File: src/rtl/hcsr04_controller.sv
// HC-SR04 ultrasonic ranger controller: trigger pulse, echo timing, floor conversion to centimetres.
// Optional build macro HCSR04_AUTO_EN: after the first medir request, measurements repeat continuously.
module hcsr04_controller #(
    parameter int TRIG_CYCLES    = 12,
    parameter int US_PER_CM      = 58,
    parameter int TIMEOUT_CYCLES = 30000,
    parameter int HOLDOFF_CYCLES = 200
) (
    input  logic       clock,
    input  logic       reset,
    input  logic       medir,
    input  logic       echo,
    output logic       trigger,
    output logic [8:0] distancia_cm,
    output logic       pronto,
    output logic       erro,
    output logic       ocupado
);

    localparam int MAX_A    = (TIMEOUT_CYCLES > HOLDOFF_CYCLES) ? TIMEOUT_CYCLES : HOLDOFF_CYCLES;
    localparam int MAX_WAIT = (MAX_A > TRIG_CYCLES) ? MAX_A : TRIG_CYCLES;
    localparam int CW       = $clog2(MAX_WAIT + 1);
    localparam int SW       = $clog2(US_PER_CM + 1);

    localparam logic [CW-1:0] TRIG_LAST    = CW'(TRIG_CYCLES - 1);
    localparam logic [CW-1:0] TIMEOUT_LAST = CW'(TIMEOUT_CYCLES - 1);
    localparam logic [CW-1:0] HOLD_LAST    = CW'(HOLDOFF_CYCLES - 1);
    localparam logic [SW-1:0] SUB_LAST     = SW'(US_PER_CM - 1);
    localparam logic [8:0]    CM_MAX       = 9'd511;

    typedef enum logic [2:0] {
        IDLE,
        TRIGGER,
        WAIT_ECHO,
        MEASURE,
        DONE,
        HOLDOFF
    } state_t;

    state_t        state_reg, state_next;
    logic          echo_meta_reg, echo_s_reg;
    logic [CW-1:0] cnt_reg, cnt_next;
    logic [SW-1:0] sub_reg, sub_next;
    logic [8:0]    cm_reg, cm_next;
    logic          low_seen_reg, low_seen_next;
    logic          trigger_reg, trigger_next;
    logic          pronto_reg, pronto_next;
    logic          erro_reg, erro_next;
    logic          ocupado_reg, ocupado_next;
    logic [8:0]    dist_reg, dist_next;

    assign trigger      = trigger_reg;
    assign pronto       = pronto_reg;
    assign erro         = erro_reg;
    assign ocupado      = ocupado_reg;
    assign distancia_cm = dist_reg;

    // Two-flop synchronizer for the asynchronous echo line.
    always_ff @(posedge clock or negedge reset) begin
        if (!reset) begin
            echo_meta_reg <= 1'b0;
            echo_s_reg    <= 1'b0;
        end else begin
            echo_meta_reg <= echo;
            echo_s_reg    <= echo_meta_reg;
        end
    end

    always_ff @(posedge clock or negedge reset) begin
        if (!reset) begin
            state_reg    <= IDLE;
            cnt_reg      <= '0;
            sub_reg      <= '0;
            cm_reg       <= '0;
            low_seen_reg <= 1'b0;
            trigger_reg  <= 1'b0;
            pronto_reg   <= 1'b0;
            erro_reg     <= 1'b0;
            ocupado_reg  <= 1'b0;
            dist_reg     <= '0;
        end else begin
            state_reg    <= state_next;
            cnt_reg      <= cnt_next;
            sub_reg      <= sub_next;
            cm_reg       <= cm_next;
            low_seen_reg <= low_seen_next;
            trigger_reg  <= trigger_next;
            pronto_reg   <= pronto_next;
            erro_reg     <= erro_next;
            ocupado_reg  <= ocupado_next;
            dist_reg     <= dist_next;
        end
    end

    always_comb begin
        state_next    = state_reg;
        cnt_next      = cnt_reg;
        sub_next      = sub_reg;
        cm_next       = cm_reg;
        low_seen_next = low_seen_reg;
        erro_next     = erro_reg;
        dist_next     = dist_reg;

        case (state_reg)
            IDLE: begin
                if (medir) begin
                    state_next = TRIGGER;
                    cnt_next   = '0;
                    sub_next   = '0;
                    cm_next    = '0;
                    erro_next  = 1'b0;
                end
            end

            TRIGGER: begin
                if (cnt_reg == TRIG_LAST) begin
                    state_next    = WAIT_ECHO;
                    cnt_next      = '0;
                    low_seen_next = 1'b0;
                end else begin
                    cnt_next = cnt_reg + 1'b1;
                end
            end

            // A rise only counts once echo_s has been seen low inside this state,
            // so a line already high on entry never starts a measurement.
            WAIT_ECHO: begin
                if (echo_s_reg && low_seen_reg) begin
                    state_next = MEASURE;
                    cnt_next   = CW'(1);
                    sub_next   = SW'(1);
                    cm_next    = '0;
                end else if (cnt_reg == TIMEOUT_LAST) begin
                    state_next = DONE;
                    erro_next  = 1'b1;
                    dist_next  = CM_MAX;
                end else begin
                    cnt_next = cnt_reg + 1'b1;
                    if (!echo_s_reg) begin
                        low_seen_next = 1'b1;
                    end
                end
            end

            // The rising cycle was already counted on entry; each further high
            // cycle advances the sub-counter, one cm per US_PER_CM high cycles.
            MEASURE: begin
                if (!echo_s_reg) begin
                    state_next = DONE;
                    dist_next  = cm_reg;
                end else if (cnt_reg == TIMEOUT_LAST) begin
                    state_next = DONE;
                    erro_next  = 1'b1;
                    dist_next  = CM_MAX;
                end else begin
                    cnt_next = cnt_reg + 1'b1;
                    if (sub_reg == SUB_LAST) begin
                        sub_next = '0;
                        if (cm_reg != CM_MAX) begin
                            cm_next = cm_reg + 9'd1;
                        end
                    end else begin
                        sub_next = sub_reg + 1'b1;
                    end
                end
            end

            DONE: begin
                state_next = HOLDOFF;
                cnt_next   = '0;
            end

            HOLDOFF: begin
                if (cnt_reg == HOLD_LAST) begin
                    cnt_next = '0;
`ifdef HCSR04_AUTO_EN
                    state_next = TRIGGER;
                    sub_next   = '0;
                    cm_next    = '0;
                    erro_next  = 1'b0;
`else
                    state_next = IDLE;
`endif
                end else begin
                    cnt_next = cnt_reg + 1'b1;
                end
            end

            default: begin
                state_next = IDLE;
                cnt_next   = '0;
            end
        endcase

        // Outputs are registered from the next state so they are glitch-free.
        trigger_next = (state_next == TRIGGER);
        pronto_next  = (state_next == DONE);
        ocupado_next = (state_next != IDLE);
    end

endmodule

File: config.mk
export PLATFORM = sky130hd
export DESIGN_NAME = hcsr04_controller
export DESIGN_NICKNAME = d
export VERILOG_FILES = /design/src/rtl/hcsr04_controller.sv
export SDC_FILE = /design/constraint.sdc
export NUM_CORES = 1
export LEC_CHECK = 0
export ABC_AREA = 1
export BUFFER_PORTS_ARGS = -buffer_cell sky130_fd_sc_hd__buf_2
export CAP_MARGIN = 20
export CORE_MARGIN = 5
export CORE_UTILIZATION = 49
export DETAILED_ROUTE_END_ITERATION = 7
export PLACE_DENSITY = 0.73
export SYNTH_ARGS = -nofsm -noshare
export SYNTH_HDL_FRONTEND = slang
export SYNTH_SLANG_ARGS = --single-unit
File: constraint.sdc
create_clock -name clock -period 2.25 [get_ports clock]
set_clock_uncertainty 0.2 [all_clocks]
set_input_delay 0.45 -clock clock [delete_from_list [all_inputs] [get_ports clock]]
set_output_delay 0.45 -clock clock [all_outputs]
set_load 0.01 [all_outputs]
After elaboration in Yosys (flattened, before gate mapping)
Cells that the tools add are included.

Add/sub/neg operators: 3. Multiply operators: 0. Divide/modulo/power cells: 0. Magnitude comparators: 0. Equality and inequality tests: 22. Shifts and indexed selects: 0. Muxes and demuxes: 41. Bitwise gates (word level): 0. Reduce and logical (&&, ||, !) cells: 12.

Operators by type and width (count): $mux W15 (6); $mux W9 (9); $pmux W15 S5 (1); $mux W6 (5); $pmux W9 S3 (1); $ne A2 B2 Y1 const B (10); $mux W3 (6); $pmux W3 S6 (1); $pmux W6 S3 (1); $pmux W9 S2 (1); $add A15 B1 Y15 const B (1); $eq A15 B15 Y1 const B (1); $eq A15 B4 Y1 const B (1); $eq A15 B8 Y1 const B (1); $reduce_and A5 Y1 (2); $add A9 B1 Y9 const B (1); $eq A3 B3 Y1 const B (3); $ne A9 B9 Y1 const B (1); $mux W1 (8); $reduce_and A7 Y1 (1); $add A6 B1 Y6 const B (1); $eq A3 B1 Y1 const B (2); $eq A3 B2 Y1 const B (2); $eq A6 B6 Y1 const B (1); other kinds (8) (11).

Bits in registers: 49. Bits in latches: 0. Memory bits (writable): 0. Memory bits (read-only): 0. Input bits: 4. Logic and storage cells: 90. Memories: 0.

Depth between registers and ports, before layout
Gate-level depths: netlist (run 1).

Depth in word-level cells: 6. Mapped depth: 12.

Least setup slack after synthesis (run 1)
No wires, ideal clock.

Path type: register to register. From: register cm_reg[0]. To: register cm_reg[3]. Library setup time: 0.127 ns. Arrival time: 1.568 ns. Data required time: 1.923 ns. Path slack: 0.356 ns. Stages on the path, launching flop included: 9. Buffers on the path: 0. Clock period less this slack: 1.894 ns. Cells stage by stage: dfrtp_1 ha_1 nand3_1 nor4_1 ha_1 o21ai_0 inv_1 nor2_4 o21ai_0.

Word-level cells in the longest chain between the ends: 6. Elaborated cells between the ends (all ways): 9.

RTL lines: start, declared (RTL line 44) `logic [8:0] cm_reg, cm_next;`; start signal, assigned (RTL line 85) `cm_reg <= cm_next;`; $add A9 B1 Y9 (RTL line 160) `cm_next = cm_reg + 9'd1;`; $mux W9 (RTL line 159) `if (cm_reg != CM_MAX) begin`; $mux W9 (RTL line 157) `if (sub_reg == SUB_LAST) begin`; $mux W9 (RTL line 151) `end else if (cnt_reg == TIMEOUT_LAST) begin`; $mux W9 (RTL line 148) `if (!echo_s_reg) begin`; $pmux W9 S3 (RTL line 104) `case (state_reg)`.

Several ways; a longest one is shown, not always the timed one. The select of a mux whose other input is x is not followed. A chain may end at the register's enable or synchronous reset.

Final worst setup path (run 1)
From: register cm_reg[0]. To: register cm_reg[2].

The elaborated chain is that of the path after synthesis.

==> impl_results.md, run 1 <==
* Synth Instances at 370
* Maximum operating frequency at just under 0.5 GHz
* Routed wire length per instance at ~13 µm
* Synthesized area per cell at around 7.6 µm²
* ANT cells at 0
* Largest fanout of any net on the critical path at 10
* Routed vias/inst at around 5.3
* Total Nets Final at ~400
* Initial antenna violation count at 0
* Die extent in x at between 80 and 90 µm
* DRC errors left at 0
* Area of the die at 7390 µm²
* Routed Antenna Nets at 0
* CP endpoint kind: flip-flop
* Async set or reset register ratio after synthesis at 1.00
* Sequential cell area at between 1000 and 1500 µm²
* Detailed-router iteration count before antenna repair at 4
* Total non-filler cell area in the finished layout at approximately 3100 µm²
* Overflow after GRT at 0
* Outcome: finished, final reports clean
* Worst endpoint data arrival time at approximately 2.1 ns
* Overall power after layout at approximately 1500 µW
* Count of distinct cell types in the synthesized netlist at 33
* Final worst path period need at around 2.1 ns
* Post-synthesis register bit count at 49
* Class of the most critical setup path: flip-flop to flip-flop
* Number of vias after detailed routing at about 2500
* Number of placed I/O pins at 17
* Hold Worst Slack at roughly 0.044 ns
* Fraction of post-synthesis cell area in the top cell type by area at 0.434
* Leakage power of the design at around 0.0016 µW
* Worst Max-Slew Pin Slew at 0.417 ns
* Number of nets in the synthesized netlist at between 300 and 400
* Wire length of the first global-routing pass at 11.1 mm
* Chip Height at 86.0 µm
* Startpoint types: flip-flop
* Most instantiated library cell after synthesis: sky130_fd_sc_hd__nand2_1
* Post-placement cell area at ~3000 µm²
* Num CTS Buffers at 5
* Floorplan core area at between 5000 and 6000 µm²
* Number of gates resized after CTS at 0
* Max-slew headroom at the worst pin at 0.722
* Clock root cell: sky130_fd_sc_hd__clkbuf_8
* Drt first-iter violations at 126
* Count of yosys warnings during synthesis at 0
* Unrepaired setup endpoints after global routing: no
* Synth Cell Area at 2830 µm²
* Worst-path clk slew at about 0.090 ns
* Tot GR Track Use at 0.185
* Area used by multi-input combinational logic at between 1000 and 1500 µm²
* Max-cap viol count at 0
* Area growth from synthesis to final layout at 10.8%
* TritonCTS sink count at between 40 and 50
* Fill cell total of the finished layout at between 500 and 600
* Gp weighted congestion at between 0.8 and 0.9
* Largest area contributor in the netlist: sky130_fd_sc_hd__dfrtp_1
* Number of buffer cells added on primary ports at 16
* Hold Violations, Final at 0
* Worst EP required at 2.30 ns
* Final setup fails at 0
* Pin count of the biggest net entering global routing at 34
* Most used flip-flop cell after synthesis: sky130_fd_sc_hd__dfrtp_1
* Dpl hpwl at roughly 4.6 mm
* Vias in the first global route at around 2400
* Fraction of layout instances using a drive strength above 1 at 0.137
* Most common library cells after synthesis: sky130_fd_sc_hd__nand2_1 (93), sky130_fd_sc_hd__inv_1 (54), sky130_fd_sc_hd__dfrtp_1 (49), sky130_fd_sc_hd__nor2_1 (33), sky130_fd_sc_hd__nand3_1 (27)
* Setup repair bufs after CTS at 0
* Number of enable-type register cells in the synthesized netlist at 0
* Final critical-path setup slack at 0.184 ns
* Depth of the CTS H-tree at 2
* Max FFs per register at 15
* Peak supply drop at approximately 0.0003 V
* Total Routed Length at approximately 6.2 mm
* Cells taking the most area after synthesis: sky130_fd_sc_hd__dfrtp_1 (43%), sky130_fd_sc_hd__nand2_1 (12%), sky130_fd_sc_hd__inv_1 (7.2%)
* Maximum buffer depth of the clock tree at 2
* Post-route clock period utilization at 0.918
* Initial Utilization at 0.507
* Num rows at 27
* Cell area power density at roughly 500 nW/µm²
* TritonCTS clock tree: built
* Clock insertion delay at the later pin of the skew report at roughly 0.30 ns
* Hold crit path type: input pin to flip-flop
* Portion of the post-synthesis area used by sequential elements at 0.434
* Pins over their slew limit at 0
* Post-placement setup slack at around 0.16 ns
* Setup total negative slack at 0 ns
[critical path, cell delays in order, from the launching register on]
cell and delay [ns]:
sky130_fd_sc_hd__dfrtp_1 0.43, sky130_fd_sc_hd__ha_1 0.24, sky130_fd_sc_hd__nand3_1 0.14, sky130_fd_sc_hd__nor4_1 0.07, sky130_fd_sc_hd__ha_1 0.17, sky130_fd_sc_hd__o21ai_0 0.25, sky130_fd_sc_hd__inv_1 0.11, sky130_fd_sc_hd__nor2_4 0.21
sky130_fd_sc_hd__nand3_1 0.12, sky130_fd_sc_hd__nand2_1 0.07
[through the flow]
step / util / instances
finish: 0.562 / 467
global route: 0.562 / 467
CTS: 0.562 / 467
detailed placement: 0.541 / 458
global placement: 0.541 / 458
floorplan: - / 370
[area by class of cell]
class,count,share of cell area
multi-input cells,256,0.428
flip-flops and latches,49,0.391
clock buffers,6,0.0232
inverters,60,0.0719
well taps,72,0.0287
repair buffers,22,0.0447
clock inverters,2,0.0124
[timing repair]
item | CTS | global route
setup endpoints to repair | 0 | 1
hold buffers | 1 | 0
hold endpoints to repair | 16 | 0
[cell families (layout without fill, tap and decap cells)]
kind of cell / Yosys count / count (layout) / share of synthesized area
simple gates: 197 / 197 / 0.336
buf+inv: 65 / 90 / 0.0920
compound gates: 49 / 49 / 0.100
flops: 49 / 49 / 0.434
fa+ha+maj: 5 / 5 / 0.0221
xor+xnor: 5 / 5 / 0.0155
[cell usage in the layout (no fill, tap or decap), drive strengths merged]
| cell type | n |
|---|---|
| dlygate4sd3 | 1 |
| nand2 | 100 |
| inv | 60 |
| bufinv | 1 |
| xor2 | 5 |
| clkbuf | 6 |
| nor3b | 1 |
| nor2 | 37 |
| o21ai | 27 |
| nor4 | 1 |
| nand4 | 20 |
| a21oi | 7 |
| a21boi | 2 |
| nand3 | 30 |
| nor3 | 6 |
| or2 | 2 |
| ha | 5 |
| buf | 21 |
| dfrtp | 49 |
| o211ai | 2 |
| o22ai | 11 |
| clkinv | 1 |
[metal layers]
layer	track usage	up-vias	share of wire
li1	-	1250	-
met1	0.265	1159	0.49
met2	0.291	56	0.46
met3	0.0288	8	0.044
met4	0.0504	0	0.011
met5	0	-	0
[power breakdown]
group          leakage (µW)  switching (µW)  internal [µW]  total, µW
Combinational      0.000963            20.0           7.76       27.8
Sequential         0.000606            1.86            882        884
Clock             0.0000554             298            334        632
[path summary, 6_finish.rpt]
kind,from,to,slack [ns],depth (start not counted)
worst max register to register,cm_reg[0],cm_reg[2],0.18,9
worst min-delay path,echo,echo_meta_reg,0.04,1
max in group asynchronous,reset,low_seen_reg,0.93,3
worst min register to register,echo_meta_reg,echo_s_reg,0.17,0
min in group asynchronous,reset,state_reg[0],0.40,2
worst max-delay path,cm_reg[0],cm_reg[2],0.18,9
Note: power is estimated with default switching activity, not from simulation.
==> inputs of run 2 (changes only) <==
--- a/config.mk
+++ b/config.mk
@@ -5,13 +5,12 @@
 export SDC_FILE = /design/constraint.sdc
 export NUM_CORES = 1
 export LEC_CHECK = 0
-export ABC_AREA = 1
 export BUFFER_PORTS_ARGS = -buffer_cell sky130_fd_sc_hd__buf_2
 export CAP_MARGIN = 20
 export CORE_MARGIN = 5
 export CORE_UTILIZATION = 49
 export DETAILED_ROUTE_END_ITERATION = 7
-export PLACE_DENSITY = 0.73
+export PLACE_DENSITY = 0.74
 export SYNTH_ARGS = -nofsm -noshare
 export SYNTH_HDL_FRONTEND = slang
 export SYNTH_SLANG_ARGS = --single-unit
==> impl_results.md, run 2 <==
* Outcome: finished with violations
* Violated checks: negative setup slack
* Slack of the worst reg-to-reg path at -0.15 ns (-0.33 ns)
* Overflow after GRT at 0 (unchanged)
* Sequential group share of total power at 0.607 (+0.034)
* Maximum buffer depth of the clock tree at 2 (unchanged)
* TritonCTS sink count at 49 (unchanged)
* Simple-gate area share of the yosys netlist at 0.242 (-0.0942)
* Cell area power density at 397 nW/µm² (-19%)
* Clock root cell: sky130_fd_sc_hd__clkbuf_8
* Depth of the CTS H-tree at 2 (unchanged)
* Slowest stage cell, crit path: sky130_fd_sc_hd__or4_4
* Most common library cells after synthesis: sky130_fd_sc_hd__dfrtp_1 (49), sky130_fd_sc_hd__nand2_1 (24), sky130_fd_sc_hd__nor2_1 (17), sky130_fd_sc_hd__nand3_1 (16), sky130_fd_sc_hd__o21ai_0 (12)
* Most instantiated library cell after synthesis: sky130_fd_sc_hd__dfrtp_1
* Num CTS Buffers at 5 (unchanged)
* Drt first-iter violations at 203 (+61%)
* Final worst path period need at 2.40 ns (+0.334 ns)
* Routed Antenna Nets at 0 (unchanged)
* Switching Share at 0.238 (+0.0303)
* Number of placed I/O pins at 17 (unchanged)
* Maximum operating frequency at 0.417 GHz (-14%)
* Area of the die at 7230 µm² (-2.1%)
* Combinational share of power at 0.023 (+0.005)
* CP endpoint kind: flip-flop
* Routed vias/inst at 6.01 (+14%)
* Largest fanout of any net on the critical path at 7 (-3)
* Die extent in x at 85.1 µm (-1.1%)
* Routed wire length per instance at 17.3 µm (+31%)
* Count of distinct cell types in the synthesized netlist at 62 (+88%)
* Leading cell types in the layout, fill and taps excluded: sky130_fd_sc_hd__buf_4 (61), sky130_fd_sc_hd__dfrtp_1 (49), sky130_fd_sc_hd__nand2_1 (22)
* Gp weighted congestion at 0.940 (+6.0%)
* Worst-path clk slew at 0.10 ns (about the same)
* Final setup fails at 26 (+26)
* Worst stage delay on the critical path at 0.63 ns (+0.20 ns)
* Critical Path, Cell by Cell: ha_4, nand4_1, or4_4, nand3_2, nand4_2, or4b_1
* Chip Height at 85.1 µm (-1.1%)
* Peak supply drop at 0.000272 V (-8.5%)
* Largest area contributor in the netlist: sky130_fd_sc_hd__dfrtp_1
* Max FFs per register at 15 (unchanged)
* Hold Violations, Final at 0 (unchanged)
* Unrepaired setup endpoints after global routing: yes
* TritonCTS clock tree: built
* Async set or reset register ratio after synthesis at 1.00 (unchanged)
* Final critical-path setup slack at -0.149 ns (-0.334 ns)
* Post-synthesis register bit count at 49 (unchanged)
* Clock insertion delay at the later pin of the skew report at 0.31 ns (about the same)
* Multiplexer area fraction after synthesis at 0.0281 (+0.0281)
* Fraction of layout instances using a drive strength above 1 at 0.399 (+0.262)
* Post-route clock period utilization at 1.07 (+0.148)
* Initial Utilization at 0.501 (-0.00605)
* ANT cells at 0 (unchanged)
* Wire length of the first global-routing pass at 12.6 mm (+13%)
* Portion of the post-synthesis area used by sequential elements at 0.444 (+0.0106)
* NetSw at 347 µW (+8.3%)
* Number of nets in the synthesized netlist at 290 (-23%)
* Synth Cell Area at 2760 µm² (-2.4%)
* Max-cap viol count at 0 (unchanged)
* Fill cell total of the finished layout at 393 (-24%)
* Startpoint types: flip-flop
* Class of the most critical setup path: flip-flop to flip-flop
* Hold crit path type: input pin to flip-flop
* Number of vias after detailed routing at 2604 (+5.3%)
* Final core occ at 0.668 (+0.105)
* Leakage power of the design at 0.00161 µW (-0.85%)
* Worst EP required at 2.23 ns (-0.07 ns)
* Buf+Inv Stages, Crit Path at 0 (-1)
* Pin count of the biggest net entering global routing at 29 (-15%)
* Most used flip-flop cell after synthesis: sky130_fd_sc_hd__dfrtp_1
* Num rows at 27 (unchanged)
* Cell internal power dissipation at 1110 µW (-9.2%)
* Clock share of power at 0.370 (-0.039)
* Final cell count without fillers at 433 (-7.3%)
* Tot GR Track Use at 0.209 (+0.0237)
* Number of instances in the placed design at 412 (-10%)
* Dpl hpwl at 5.12 mm (+10%)
* Number of enable-type register cells in the synthesized netlist at 0 (unchanged)
* Cells taking the most area after synthesis: sky130_fd_sc_hd__dfrtp_1 (44%), sky130_fd_sc_hd__o22a_1 (3.5%), sky130_fd_sc_hd__nand2_1 (3.3%)
* Overall power after layout at 1460 µW (-5.5%)
* Dominant combinational cell family by area after synthesis: simple AND/OR/NAND/NOR gates
* Synth Instances at 281 (-24%)
* Pins over their slew limit at 0 (unchanged)
* Adder and majority cell fraction of the synthesized area at 0.0227 (+0.000542)
* Total Nets Final at 369 (-8.4%)
* Total Routed Length at 7.51 mm (+21%)
* Fraction of post-synthesis cell area in the top cell type by area at 0.444 (+0.0106)
* Initial antenna violation count at 0 (unchanged)
* Worst endpoint data arrival time at 2.38 ns (+0.27 ns)
* Xor-xnor portion of the synthesized cell area at 0 (-0.0155)
* Vias in the first global route at 2664 (+12%)
* Setup total negative slack at -1.10 ns (-1.10 ns)
* Hold Worst Slack at 0.0459 ns (+0.00154 ns)
* Commonest non-fill, non-tap cell in the layout: sky130_fd_sc_hd__buf_4
* Kind of cell with the highest combined delay on the critical path: simple AND/OR/NAND/NOR gates
* Detailed-router iteration count before antenna repair at 4 (unchanged)
* Floorplan core area at 5510 µm² (-1.2%)
* Synthesized area per cell at 9.82 µm² (+29%)
* Area growth from synthesis to final layout at 33.2%
* Count of yosys warnings during synthesis at 0 (unchanged)
* Fraction of the mapped netlist area in compound gates at 0.223 (+0.123)
* Number of buffer cells added on primary ports at 16 (unchanged)
* Max-slew headroom at the worst pin at 0.624 (-0.0977)
* Worst Max-Slew Pin Slew at 0.564 ns (+0.147 ns)
* DRC errors left at 0 (unchanged)
[run 2: repair_timing]
action,CTS,global route
setup buffers,4,6
gates resized for setup,25,22
setup endpoints to repair,30,41
gates cloned,2,0
hold buffers,1,0
endpoints found under the hold margin,21,0
pin swaps,4,7
[run 2: cells by family after synthesis]
logic type | after synthesis
buf+inv | 19
mux | 7
fa+ha+maj | 5
compound gates | 83
flops | 49
simple gates | 118
[run 2: power by group through the flow]
stage | clock (µW) | combinational, µW | sequential (µW)
after floorplan | 0 | 5.76 | 902
after global placement | 0 | 32.8 | 902
after detailed placement | 0 | 33.4 | 902
after CTS | 546 | 34.9 | 885
after global routing | 598 | 39.8 | 886
final | 540 | 34.1 | 885
[run 2: path summary, 6_finish.rpt]
check | from | cells past startpoint | endpoint
setup / recovery | cnt_reg[0] | 6 | ocupado
hold / removal | echo | 1 | echo_meta_reg
setup reg to reg | cnt_reg[0] | 6 | ocupado
hold reg to reg | echo_meta_reg | 0 | echo_s_reg
max in group asynchronous | reset | 3 | sub_reg[0]
min in group asynchronous | reset | 2 | trigger
[run 2: metal layers]
metal  vias up  share of wire  track usage  wire length, µm
met2        66           0.51        0.354             3800
met3        23          0.038       0.0350              287
met4         0          0.023       0.0604              174
met1      1288           0.43        0.274             3250
met5         -              0            0                0
li1       1227              -            -                -
[run 2: stage by stage]
stage               setup slack, ns  instance area (µm²)
floorplan                    -0.130                 2770
global placement            -0.0711                 3280
detailed placement           -0.127                 3280
CTS                          -0.113                 3540
global route                 -0.199                 3680
finish                       -0.149                 3680
[run 2: cell type report]
class	count	area, µm²	share of cell area
clock buffers	5	68.8	0.0187
clock inverters	3	22.5	0.00613
inverters	5	18.8	0.00511
multi-input cells	213	1610	0.438
flip-flops and latches	49	1230	0.334
well taps	72	90.1	0.0245
repair buffers	86	641	0.174
